==> src/rtl/ram_bist_mux_if.sv <==
// 32-bit single-port RAM interface (byte write enables, 1-cycle read latency).
// The master drives the request and samples Do; the slave answers it.
interface ram_bist_mux_if #(
  parameter int AW = 13
);
  logic [3:0]    WE;
  logic          EN;
  logic [31:0]   Di;
  logic [AW-1:0] A;
  logic [31:0]   Do;

  modport master (output WE, EN, Di, A, input Do);
  modport slave  (input WE, EN, Di, A, output Do);
endinterface

==> src/rtl/ram_bist_mux.sv <==
// RAM port mux with a built-in March C- self-test over DEPTH words.
// Build option BIST_CHECKERBOARD_EN selects 5555/AAAA backgrounds instead of 0000/FFFF.
//
// state | meaning
// IDLE  | bridge port passes through to the RAM
// M0    | up,   w D0
// M1    | up,   r D0 then w D1 (r_phase selects read/write)
// M2    | up,   r D1 then w D0
// M3    | down, r D0 then w D1
// M4    | down, r D1 then w D0
// M5    | up,   r D0
// CHK   | compares the final M5 read
// DONE  | one-cycle done pulse, port already handed back
module ram_bist_mux #(
  parameter int DEPTH = 6144,
  parameter int AW    = 13
) (
  input  logic          wb_clk_i,
  input  logic          wb_rst_ni,
  input  logic          bist_start_i,
  output logic          bist_busy_o,
  output logic          bist_done_o,
  output logic          bist_pass_o,
  output logic [AW-1:0] bist_fail_addr_o,
  output logic [31:0]   bist_fail_data_o,
  ram_bist_mux_if.slave  s,
  ram_bist_mux_if.master m
);

`ifdef BIST_CHECKERBOARD_EN
  localparam logic [31:0] D0 = 32'h5555_5555;
  localparam logic [31:0] D1 = 32'hAAAA_AAAA;
`else
  localparam logic [31:0] D0 = 32'h0000_0000;
  localparam logic [31:0] D1 = 32'hFFFF_FFFF;
`endif
  localparam logic [AW-1:0] LAST = AW'(DEPTH - 1);

  typedef enum logic [3:0] {
    S_IDLE, S_M0, S_M1, S_M2, S_M3, S_M4, S_M5, S_CHK, S_DONE
  } state_t;

  state_t        r_state, w_state_nxt;
  logic          r_phase, w_phase_nxt;
  logic [AW-1:0] r_addr, w_addr_nxt;
  logic          r_cmp_vld;
  logic [AW-1:0] r_cmp_addr;
  logic [31:0]   r_cmp_exp;
  logic          r_pass;
  logic [AW-1:0] r_fail_addr;
  logic [31:0]   r_fail_data;

  logic          w_en, w_rd, w_step, w_up, w_last, w_busy, w_mismatch;
  logic [3:0]    w_we;
  logic [31:0]   w_di, w_exp;

  assign w_busy     = (r_state != S_IDLE) && (r_state != S_DONE);
  assign w_mismatch = r_cmp_vld && (m.Do != r_cmp_exp);

  always_comb begin
    w_state_nxt = r_state;
    w_phase_nxt = 1'b0;
    w_addr_nxt  = r_addr;
    w_en        = 1'b0;
    w_we        = 4'h0;
    w_di        = D0;
    w_rd        = 1'b0;
    w_exp       = D0;
    w_step      = 1'b0;
    w_up        = 1'b1;
    w_last      = 1'b0;
    case (r_state)
      S_IDLE: begin
        if (bist_start_i) begin
          w_state_nxt = S_M0;
          w_addr_nxt  = '0;
        end
      end
      S_M0: begin
        w_en   = 1'b1;
        w_we   = 4'hF;
        w_step = 1'b1;
      end
      S_M1, S_M2, S_M3, S_M4: begin
        w_en        = 1'b1;
        w_up        = (r_state == S_M1) || (r_state == S_M2);
        w_exp       = (r_state == S_M1 || r_state == S_M3) ? D0 : D1;
        w_di        = (r_state == S_M1 || r_state == S_M3) ? D1 : D0;
        w_phase_nxt = ~r_phase;
        w_step      = r_phase;
        if (r_phase) w_we = 4'hF;
        else         w_rd = 1'b1;
      end
      S_M5: begin
        w_en   = 1'b1;
        w_rd   = 1'b1;
        w_step = 1'b1;
      end
      S_CHK:   w_state_nxt = S_DONE;
      S_DONE:  w_state_nxt = S_IDLE;
      default: w_state_nxt = S_IDLE;
    endcase

    w_last = w_up ? (r_addr == LAST) : (r_addr == '0);
    // Element boundaries load the next element's start address directly, so no idle cycle.
    if (w_step) begin
      if (!w_last) begin
        w_addr_nxt = w_up ? r_addr + 1'b1 : r_addr - 1'b1;
      end else begin
        case (r_state)
          S_M0:    begin w_state_nxt = S_M1;  w_addr_nxt = '0;   end
          S_M1:    begin w_state_nxt = S_M2;  w_addr_nxt = '0;   end
          S_M2:    begin w_state_nxt = S_M3;  w_addr_nxt = LAST; end
          S_M3:    begin w_state_nxt = S_M4;  w_addr_nxt = LAST; end
          S_M4:    begin w_state_nxt = S_M5;  w_addr_nxt = '0;   end
          default: begin w_state_nxt = S_CHK; w_addr_nxt = '0;   end
        endcase
      end
    end

    if (w_mismatch) begin
      w_state_nxt = S_DONE;
      w_phase_nxt = 1'b0;
    end
  end

  always_ff @(posedge wb_clk_i or negedge wb_rst_ni) begin
    if (!wb_rst_ni) begin
      r_state     <= S_IDLE;
      r_phase     <= 1'b0;
      r_addr      <= '0;
      r_cmp_vld   <= 1'b0;
      r_cmp_addr  <= '0;
      r_cmp_exp   <= '0;
      r_pass      <= 1'b0;
      r_fail_addr <= '0;
      r_fail_data <= '0;
    end else begin
      r_state    <= w_state_nxt;
      r_phase    <= w_phase_nxt;
      r_addr     <= w_addr_nxt;
      // A read issued in the aborting cycle must not produce a second capture.
      r_cmp_vld  <= w_rd && !w_mismatch;
      r_cmp_addr <= r_addr;
      r_cmp_exp  <= w_exp;
      if (r_state == S_IDLE && bist_start_i) begin
        r_pass      <= 1'b0;
        r_fail_addr <= '0;
        r_fail_data <= '0;
      end else if (w_mismatch) begin
        r_fail_addr <= r_cmp_addr;
        r_fail_data <= m.Do;
      end else if (r_state == S_CHK) begin
        r_pass <= 1'b1;
      end
    end
  end

  assign m.EN = w_busy ? w_en : s.EN;
  assign m.WE = w_busy ? w_we : s.WE;
  assign m.Di = w_busy ? w_di : s.Di;
  assign m.A  = w_busy ? r_addr : s.A;
  assign s.Do = m.Do;

  assign bist_busy_o      = w_busy;
  assign bist_done_o      = (r_state == S_DONE);
  assign bist_pass_o      = r_pass;
  assign bist_fail_addr_o = r_fail_addr;
  assign bist_fail_data_o = r_fail_data;

endmodule

==> src/flat_wrapper.sv <==
// flat-port wrapper written by rule: the top's interface ports become plain ports
module ram_bist_mux_flat 
#(
  parameter int DEPTH = 6144,
  parameter int AW    = 13
)
  (wb_clk_i, wb_rst_ni, bist_start_i, bist_busy_o, bist_done_o, bist_pass_o, bist_fail_addr_o, bist_fail_data_o, s_WE, s_EN, s_Di, s_A, s_Do, m_WE, m_EN, m_Di, m_A, m_Do);
  ram_bist_mux_if #(.AW(AW)) s_i ();
  ram_bist_mux_if #(.AW(AW)) m_i ();
  input  logic wb_clk_i;
  input  logic wb_rst_ni;
  input  logic bist_start_i;
  output logic bist_busy_o;
  output logic bist_done_o;
  output logic bist_pass_o;
  output logic [AW-1:0] bist_fail_addr_o;
  output logic [31:0] bist_fail_data_o;
  input wire logic [$bits(s_i.WE)-1:0] s_WE;
  input wire logic [$bits(s_i.EN)-1:0] s_EN;
  input wire logic [$bits(s_i.Di)-1:0] s_Di;
  input wire logic [$bits(s_i.A)-1:0] s_A;
  output wire logic [$bits(s_i.Do)-1:0] s_Do;
  output wire logic [$bits(m_i.WE)-1:0] m_WE;
  output wire logic [$bits(m_i.EN)-1:0] m_EN;
  output wire logic [$bits(m_i.Di)-1:0] m_Di;
  output wire logic [$bits(m_i.A)-1:0] m_A;
  input wire logic [$bits(m_i.Do)-1:0] m_Do;
  assign s_i.WE = s_WE;
  assign s_i.EN = s_EN;
  assign s_i.Di = s_Di;
  assign s_i.A = s_A;
  assign s_Do = s_i.Do;
  assign m_WE = m_i.WE;
  assign m_EN = m_i.EN;
  assign m_Di = m_i.Di;
  assign m_A = m_i.A;
  assign m_i.Do = m_Do;
  ram_bist_mux #(.DEPTH(DEPTH), .AW(AW)) u_core (.wb_clk_i(wb_clk_i), .wb_rst_ni(wb_rst_ni), .bist_start_i(bist_start_i), .bist_busy_o(bist_busy_o), .bist_done_o(bist_done_o), .bist_pass_o(bist_pass_o), .bist_fail_addr_o(bist_fail_addr_o), .bist_fail_data_o(bist_fail_data_o), .s(s_i), .m(m_i));
endmodule
==> config.mk <==
export PLATFORM = sky130hd
export DESIGN_NAME = ram_bist_mux_flat
export DESIGN_NICKNAME = d
export VERILOG_FILES = /design/src/rtl/ram_bist_mux_if.sv /design/src/rtl/ram_bist_mux.sv /design/src/flat_wrapper.sv
export SDC_FILE = /design/constraint.sdc
export NUM_CORES = 1
export LEC_CHECK = 0
export ABC_AREA = 1
export CAP_MARGIN = 5
export CORE_MARGIN = 2
export CORE_UTILIZATION = 44
export CTS_CLUSTER_SIZE = 8
export DETAILED_ROUTE_END_ITERATION = 16
export PLACE_DENSITY = 0.84
export SYNTH_ARGS = -nofsm -noshare
export SYNTH_HDL_FRONTEND = slang
export SYNTH_SLANG_ARGS = --single-unit
==> constraint.sdc <==
create_clock -name wb_clk_i -period 3.02 [get_ports wb_clk_i]
set_input_delay 0.302 -clock wb_clk_i [delete_from_list [all_inputs] [get_ports wb_clk_i]]
set_output_delay 0.302 -clock wb_clk_i [all_outputs]
set_load 0.05 [all_outputs]
==> results of run 1 <==
-- sequential cells by signal, summed over array words and instances (netlist names) --
name and cells:
u_core.r_cmp_vld 1, u_core.bist_fail_data_o 32, u_core.r_cmp_addr 13, u_core.bist_fail_addr_o 13
u_core.r_cmp_exp 1, u_core.r_addr 13, u_core.bist_pass_o 1, u_core.r_state 4
u_core.r_phase 1
-- cells in the mapped netlist, drive strengths merged --
master	count	share of area, %
nand2	225	17
nand3	115	11
dfrtp	79	38
nor2	68	5.2
buf	56	7.6
nand4	51	6.2
inv	43	3.2
a21oi	20	2.0
clkbuf	15	1.1
ha	11	2.7
nor3	7	0.68
o21ai	6	0.80
nand3b	5	0.73
or2	5	0.60
mux2	4	0.87
xnor2	3	0.51
xor2	3	0.51
a21o	2	0.29
o21bai	2	0.29
and2	1	0.12
fa	1	0.39
o21a	1	0.15
-- per-layer routing --
metal  vias to the layer above  wire [um]
met5                         -          0
met4                         0        173
met3                        11       1010
met2                       228       7310
met1                      2567       6280
li1                       2683          -
-- layout make-up --
class | instances | share of cell area, %
clock buffer | 11 | 3.09
clock inverter | 5 | 1.41
inverter | 43 | 2.17
multi-input combinational | 530 | 34.5
sequential | 79 | 26.2
tap | 143 | 2.37
timing repair buffer | 223 | 30.2
-- final timing paths --
path | endpoint | slack (ns) | startpoint
max | m_EN | 0.37 | u_core.r_state[3]
min | u_core.bist_fail_data_o[3] | 0.13 | wb_rst_ni
max reg2reg | u_core.r_addr[8] | 0.71 | u_core.r_state[3]
min reg2reg | u_core.bist_fail_addr_o[2] | 0.49 | u_core.r_cmp_addr[2]
max in group asynchronous | u_core.bist_fail_data_o[30] | 2.28 | wb_rst_ni
min in group wb_clk_i | u_core.bist_fail_addr_o[2] | 0.49 | u_core.r_cmp_addr[2]
-- report_power, final --
| group | switching [mW] | internal (mW) |
|---|---|---|
| combinational | 1.17 | 0.788 |
| sequential | 0.208 | 1.24 |
| clock | 0.423 | 0.809 |
-- kinds of logic after synthesis --
kind of cell | count (synthesis) | share of synthesized area, %
buffers and inverters | 114 | 11.9
adder cells (fa/ha/maj) | 12 | 3.04
XOR/XNOR | 6 | 1.02
flip-flops | 79 | 38.2
multiplexers | 4 | 0.870
AO/OA/AOI/OAI | 31 | 3.53
AND/OR/NAND/NOR | 477 | 41.5
-- per-stage QoR --
stage,area (sq um),instances,hold WS (ns),utilization (%)
global route,7540,1034,0.218,65.7
CTS,7540,1034,0.167,65.7
finish,7540,1034,0.130,65.7
global placement,7200,1018,0.464,62.8
detailed placement,7200,1018,0.468,62.8
floorplan,5180,723,0.00641,-
==> results.sh, run 1 <==
export IMPL_cts_tree="done"
export IMPL_slew_headroom_pct=36.0
export IMPL_grt_max_degree=95
export IMPL_ys_ff_latch=79
export IMPL_syn_num_nets=820
export IMPL_period_share_pct=87.6
export IMPL_multi_input_area_sq_mm=0.00260
export IMPL_grtUsageMet2_pct=39.0
export IMPL_grt_total_usage_pct=22.8
export IMPL_rsz0062_at_grt="no"
export IMPL_htreeDepth=3
export IMPL_fp_dieH_um=112
export IMPL_regArea_sq_mm=0.00198
export IMPL_clk_latency_ns=0.33
export IMPL_area_growth_syn_to_layout_pct=45.6
export IMPL_fillers=960
export IMPL_finalNetCount=983
export IMPL_via_per_inst=5.31
export IMPL_slowest_stage="clkdlybuf4s50_1"
export IMPL_numCtsBuffers=9
export IMPL_dr_pass1_iters=5
export IMPL_power_mw=4.64
export IMPL_die_area_sq_mm=0.0127
export IMPL_critPathKind="register to primary output"
export IMPL_min_path_type="input pin to asynchronous set/reset pin"
export IMPL_max_vdd_ir_drop_mv=0.562
export IMPL_hold_viol_final=0
export IMPL_hpwl_um=10500
export IMPL_setup_viol=0
export IMPL_ys_seq_area_share_pct=38.2
export IMPL_critPathBufInv=3
export IMPL_port_buffers=214
export IMPL_postCtsSetupBuffers=0
export IMPL_num_rows=39
export IMPL_drt_iter0_markers=586
export IMPL_pre_cts_slack_ns=0.606
export IMPL_cp_max_fo=5
export IMPL_busiest_layer="met2"
export IMPL_critPathCaptureType="primary output"
export IMPL_clockBufferDepth=2
export IMPL_drv_slew=0
export IMPL_antenna_found_initial=0
export IMPL_overflow=0
export IMPL_grt_pass1_vias=4855
export IMPL_r2r_cells=12
export IMPL_grtUsageMet1_pct=29.8
export IMPL_finalSetupTns_ns=0
export IMPL_worstPathRequired_ns=2.72
export IMPL_fin_ws_ns=0.373
export IMPL_grt_util_met3_pct=4.27
export IMPL_crit_chain="inv_1 -> nand2_2 -> nor3_1 -> inv_1 -> nand2_1 -> nor2_1 -> nand2_1 -> clkdlybuf4s50_1"
export IMPL_netlist_area_sq_mm=0.00518
export IMPL_mostFrequentLayoutCell="nand2_1"
export IMPL_status="finished clean"
export IMPL_crit_family="buffers and inverters"
export IMPL_yosys_warnings=0
export IMPL_die_w_um=112
export IMPL_layout_drive_gt1_share_pct=10.8
export IMPL_synth_avg_cell_area_sq_um=7.16
export IMPL_ys_types=35
export IMPL_postSynthCellCount=723
export IMPL_cpPeakStageDelay_ns=0.81
export IMPL_fp_coreArea_sq_mm=0.0115
export IMPL_cts_root_buf="clkbuf_16"
export IMPL_finalCriticalPeriod_ns=2.65
export IMPL_insertedDiodeCount=0
export IMPL_drc=0
export IMPL_power_per_cell_area_mw_per_mm2=615
export IMPL_start_kind="register"
export IMPL_grt_pass1_wl_um=23800
export IMPL_wl_per_cell_um=14.3
export IMPL_cts_resized=0
export IMPL_start_util_pct=45.2
export IMPL_wl_um=14800
export IMPL_p_leak_nw=3.86
export IMPL_ant_nets=0
export IMPL_cp_num_cells=8
export IMPL_worstPathArrival_ns=2.34
export IMPL_io_pins=215
export IMPL_clk_pin_slew_ns=0.06
export IMPL_routabilityCongestion=0.931
export IMPL_max_slew_worst_pin_slew_ns=0.960
export IMPL_layout_common_cells="nand2_1 (215), clkdlybuf4s50_1 (167), nand3_1 (114)"
export IMPL_clock_skew_ns=0.00646
export IMPL_hold_buffers=0
export IMPL_vias=5489
export IMPL_clock_sinks=79
export IMPL_cap_violations=0
export IMPL_fmax_mhz=378
Note: power is estimated with default switching activity, not from simulation.
==> run 2: changes to the inputs <==
CTS_BUF_LIST = sky130_fd_sc_hd__clkbuf_16   (was not set)
GPL_ROUTABILITY_DRIVEN = 0   (was not set)
PLACE_DENSITY = 0.79   (was 0.84)
==> run 2 against run 1 <==
Clock skew fell by 0.00058 ns. Largest power group unchanged. Largest cell class unchanged. Final cell count barely moved. Hold slack got worse by 0.015 ns. Critical path depth fell by 2. Worst setup slack improved by 0.047 ns. Register-to-register slack got worse by 0.07 ns. First-iteration DRC count fell by 36%.
==> results.sh, run 2 (same netlist as run 1, synthesis figures left out) <==
export IMPL_via_per_inst=5.16
export IMPL_fmax_mhz=385
export IMPL_start_kind="register"
export IMPL_start_util_pct=45.2
export IMPL_clock_sinks=79
export IMPL_cts_resized=0
export IMPL_ant_nets=0
export IMPL_cap_violations=0
export IMPL_rsz0062_at_grt="no"
export IMPL_die_w_um=112
export IMPL_io_pins=215
export IMPL_grt_max_degree=80
export IMPL_wl_um=14400
export IMPL_drv_slew=0
export IMPL_insertedDiodeCount=0
export IMPL_crit_family="buffers and inverters"
export IMPL_die_area_sq_mm=0.0127
export IMPL_overflow=0
export IMPL_hpwl_um=10500
export IMPL_final_area_sq_mm=0.00751
export IMPL_cp_max_fo=5
export IMPL_antenna_found_initial=0
export IMPL_htreeDepth=3
export IMPL_power_mw=4.53
export IMPL_clk_pin_slew_ns=0.06
export IMPL_layout_common_cells="nand2_1 (215), clkdlybuf4s50_1 (166), nand3_1 (114)"
export IMPL_clock_skew_ns=0.00588
export IMPL_slew_headroom_pct=33.8
export IMPL_max_slew_worst_pin_slew_ns=0.993
export IMPL_largest_reg_flops=32
export IMPL_drt_iter0_markers=377
export IMPL_crit_chain="nor2_1 -> nand3_1 -> nand2_2 -> inv_4 -> nand2_1 -> clkdlybuf4s50_1"
export IMPL_critPathBufInv=2
export IMPL_area_growth_syn_to_layout_pct=45.0
export IMPL_slowest_stage="clkdlybuf4s50_1"
export IMPL_hold_buffers=0
export IMPL_port_buffers=214
export IMPL_cpPeakStageDelay_ns=0.81
export IMPL_p_leak_nw=3.86
export IMPL_hold_viol_final=0
export IMPL_vias=5341
export IMPL_grt_pass1_vias=4944
export IMPL_layout_drive_gt1_share_pct=11.0
export IMPL_grt_total_usage_pct=22.6
export IMPL_period_share_pct=86.1
export IMPL_critPathKind="register to primary output"
export IMPL_min_path_type="input pin to asynchronous set/reset pin"
export IMPL_status="finished clean"
export IMPL_critPathCaptureType="primary output"
export IMPL_clockBufferDepth=2
export IMPL_finalNetCount=984
export IMPL_postCtsSetupBuffers=0
export IMPL_dr_pass1_iters=5
export IMPL_power_per_cell_area_mw_per_mm2=604
export IMPL_worstPathRequired_ns=2.72
export IMPL_max_vdd_ir_drop_mv=0.457
export IMPL_grt_pass1_wl_um=23700
export IMPL_numCtsBuffers=9
export IMPL_cts_root_buf="clkbuf_16"
export IMPL_wl_per_cell_um=13.9
export IMPL_placed_cell_area_sq_mm=0.00719
export IMPL_mostFrequentLayoutCell="nand2_1"
export IMPL_cts_tree="done"
export IMPL_finalSetupTns_ns=0
export IMPL_drc=0
export IMPL_fp_coreArea_sq_mm=0.0115
export IMPL_clk_latency_ns=0.33
export IMPL_num_rows=39
export IMPL_worstPathArrival_ns=2.30
export IMPL_finalCriticalPeriod_ns=2.60
export IMPL_setup_viol=0
export IMPL_fp_dieH_um=112
[run 2: path summary, 6_finish.rpt]
path	startpoint	to	slack (ns)	cells past startpoint
max	u_core.r_state[2]	m_WE[0]	0.42	6
min	wb_rst_ni	u_core.bist_fail_data_o[22]	0.11	1
max reg2reg	u_core.r_state[3]	u_core.r_addr[10]	0.64	15
min reg2reg	u_core.bist_pass_o	u_core.bist_pass_o	0.48	2
max in group asynchronous	wb_rst_ni	u_core.bist_fail_addr_o[0]	2.25	1
min in group wb_clk_i	u_core.bist_pass_o	u_core.bist_pass_o	0.48	2
[run 2: per-layer routing]
| layer | global-route usage [%] | share of wire (%) | up-vias |
|---|---|---|---|
| met5 | 0 | 0 | - |
| met4 | 6.02 | 1.4 | 0 |
| met3 | 3.73 | 5.3 | 17 |
| met2 | 38.2 | 50 | 162 |
| met1 | 30.4 | 44 | 2467 |
| li1 | - | - | 2695 |
[run 2: where the power goes]
group / internal, mW / leakage [nW] / total [mW] / switching (mW)
logic: 0.788 / 2.64 / 1.94 / 1.15
clock network: 0.718 / 0.154 / 1.15 / 0.429
registers: 1.24 / 1.06 / 1.45 / 0.205
total: 2.75 / 3.86 / 4.53 / 1.78
[run 2: final cells by class]
class                   instances  area, sq um
repair buffers                224         2270
clock buffers                   9          225
fillers                      1015         3960
well taps                     143          179
inverters                      43          164
flip-flops and latches         79         1980
clock inverters                 7         88.8
multi-input cells             530         2600
[run 2: through the flow]
step | util [%] | hold WS, ns | std cells | setup WS [ns]
3_5_place_dp | 62.7 | 0.465 | 1019 | 0.587
4_1_cts | 65.5 | 0.171 | 1035 | 0.402
5_1_grt | 65.5 | 0.216 | 1035 | 0.231
3_3_place_gp | 62.7 | 0.464 | 1019 | 0.640
2_1_floorplan | - | 0.00641 | 723 | 0.569
6_report | 65.5 | 0.114 | 1035 | 0.420
==> run 3: changes to the inputs <==
CORE_UTILIZATION = 40   (was 44)
GPL_ROUTABILITY_DRIVEN = not set   (was 0)
PLACE_DENSITY = 0.76   (was 0.79)
clock period = 2.3 ns   (was 3.02 ns; I/O delays follow)
==> run 3 against run 2 <==
Via count grew 0.45%. Non-clock buffer count grew 8. Critical path type is now register to register. Power grew 33%. Routed wire length grew 6.6%. First-iteration DRC count grew 19%. Largest power group unchanged. Clock-buffer cell count is the same. Global-route usage shrank 0.83 points. Utilization shrank 4.4 points. Clock power grew 30%. Die area grew 9.6%. Critical path depth grew 8. Final area grew 2.7%.
==> results.sh, run 3 (same netlist as run 1, synthesis figures left out) <==
export IMPL_fmax_mhz=473
export IMPL_hpwl_um=11600
export IMPL_cts_root_buf="clkbuf_16"
export IMPL_grt_max_degree=93
export IMPL_htreeDepth=3
export IMPL_period_share_pct=91.8
export IMPL_fillers=1167
export IMPL_area_growth_syn_to_layout_pct=48.9
export IMPL_top_layer_used="met4"
export IMPL_clock_sinks=79
export IMPL_dr_wl_met3_um=886
export IMPL_mostFrequentLayoutCell="nand2_1"
export IMPL_wl_met2_um=7470
export IMPL_dp_cells=1055
export IMPL_r2r_cells=14
export IMPL_die_area_sq_mm=0.0139
export IMPL_wl_met1_um=6750
export IMPL_die_w_um=118
export IMPL_slowest_stage="dfrtp_1"
export IMPL_worstPathArrival_ns=2.34
export IMPL_rr_startpoint="u_core.r_state[3]"
export IMPL_status="finished clean"
export IMPL_regToRegEndpoint="u_core.r_addr[7]"
export IMPL_holdWs_ns=0.378
export IMPL_slew_headroom_pct=60.4
export IMPL_drv_slew=0
export IMPL_critPathKind="register to register"
export IMPL_insertedDiodeCount=0
export IMPL_cap_violations=0
export IMPL_ff2ff_setup_slack_ns=0.19
export IMPL_cp_startpoint="u_core.r_state[3]"
export IMPL_vias=5365
export IMPL_setup_viol=0
export IMPL_via_per_inst=5.00
export IMPL_cts_tree="done"
export IMPL_crit_family="simple AND/OR/NAND/NOR gates"
export IMPL_ant_nets=0
export IMPL_power_mw=6.01
export IMPL_clockBufferDepth=2
export IMPL_clk_pin_slew_ns=0.06
export IMPL_wl_per_cell_um=14.3
export IMPL_fp_dieH_um=118
export IMPL_numCtsBuffers=9
export IMPL_start_util_pct=41.0
export IMPL_antenna_found_initial=0
export IMPL_rsz0062_at_grt="no"
export IMPL_drc=0
export IMPL_worstPathRequired_ns=2.52
export IMPL_critPathCaptureType="register"
export IMPL_crit_top_cell="nand2_1"
export IMPL_start_kind="register"
export IMPL_dr_pass1_iters=5
export IMPL_min_path_type="input pin to asynchronous set/reset pin"
export IMPL_max_slew_worst_pin_slew_ns=0.592
export IMPL_finalNetCount=992
export IMPL_num_rows=41
export IMPL_power_per_cell_area_mw_per_mm2=779
export IMPL_critPathBufInv=2
export IMPL_hold_viol_final=0
export IMPL_postCtsSetupBuffers=0
export IMPL_layoutNonFillerInstCount=1072
export IMPL_post_route_util_pct=61.1
export IMPL_layout_common_cells="nand2_1 (215), clkdlybuf4s50_1 (160), nand3_1 (113)"
export IMPL_grt_pass1_vias=4959
export IMPL_wl_um=15400
export IMPL_routabilityCongestion=0.947
export IMPL_p_leak_nw=3.95
export IMPL_fp_coreArea_sq_mm=0.0126
export IMPL_endpoint="u_core.r_addr[7]"
export IMPL_grt_total_usage_pct=21.8
export IMPL_port_buffers=214
export IMPL_crit_chain="inv_1 -> nand2_2 -> nor2_2 -> buf_12 -> ha_2 -> nand2_1 -> nand2_1 -> o21bai_1 -> nand2_1 -> nand2_1 -> nand2_1 -> nand3_1 -> nand2_1 -> nand2_1"
export IMPL_overflow=0
export IMPL_cpPeakStageDelay_ns=0.40
export IMPL_clock_skew_ns=0.00756
export IMPL_cp_num_cells=14
export IMPL_io_pins=215
export IMPL_grt_pass1_wl_um=25100
export IMPL_finalCriticalPeriod_ns=2.11
export IMPL_clk_latency_ns=0.33
export IMPL_layout_drive_gt1_share_pct=12.6
export IMPL_cp_max_fo=14
export IMPL_largest_reg_flops=32
export IMPL_finalSetupTns_ns=0
export IMPL_max_vdd_ir_drop_mv=0.708
export IMPL_drt_iter0_markers=448
==> run 3: repair_timing <==
action,CTS,global route
resized for setup,0,3
hold buffers,1,0
hold endpoints to repair,29,0
endpoints found under the setup margin,0,4
==> run 3: power by group <==
part	internal [mW]	switching (mW)	total, mW
combinational	1.07	1.54	2.61
clock	0.943	0.555	1.50
sequential	1.63	0.266	1.90
==> run 3: worst min path at each step <==
| stage | from | cells after the start | to |
|---|---|---|---|
| final | wb_rst_ni | 2 | u_core.bist_fail_data_o[4] |
| after global routing | wb_rst_ni | 2 | u_core.bist_fail_data_o[6] |
| after CTS | wb_rst_ni | 2 | u_core.bist_fail_data_o[4] |
| after detailed placement | wb_rst_ni | 1 | u_core.bist_fail_data_o[4] |
| after global placement | wb_rst_ni | 1 | u_core.bist_fail_data_o[4] |
| after floorplan | wb_rst_ni | 0 | u_core.bist_fail_addr_o[0] |
==> run 3: final cells by class <==
class	instances	area [sq um]	share of cell area, %
Clock inverter	7	87.6	1.14
Inverter	43	164	2.13
Timing Repair Buffer	232	2430	31.5
Multi-Input combinational cell	530	2610	33.8
Sequential cell	79	1980	25.6
Clock buffer	9	225	2.92
Tap cell	172	215	2.79
==> run 3: routing by layer <==
layer / up-vias / global-route usage [%]
met2: 180 / 36.7
met1: 2454 / 28.6
met4: 0 / 6.33
met3: 25 / 4.02
met5: - / 0
li1: 2706 / -
==> run 3: worst reg2reg max path: stages, from the launching register on <==
cell and delay, ns:
dfrtp_1 0.40, inv_1 0.11, nand2_2 0.09, nor2_2 0.14, buf_12 0.16, ha_2 0.31
nand2_1 0.07, nand2_1 0.06, o21bai_1 0.22, nand2_1 0.12, nand2_1 0.06, nand2_1 0.06
nand3_1 0.09, nand2_1 0.09, nand2_1 0.05
==> run 3: metrics by stage <==
| step | setup WS (ns) | cell area [sq um] |
|---|---|---|
| after floorplan | -0.0788 | 5180 |
| after global placement | 0.233 | 7380 |
| after detailed placement | 0.132 | 7380 |
| after CTS | 0.128 | 7700 |
| after global routing | 0.00770 | 7710 |
| final | 0.188 | 7710 |
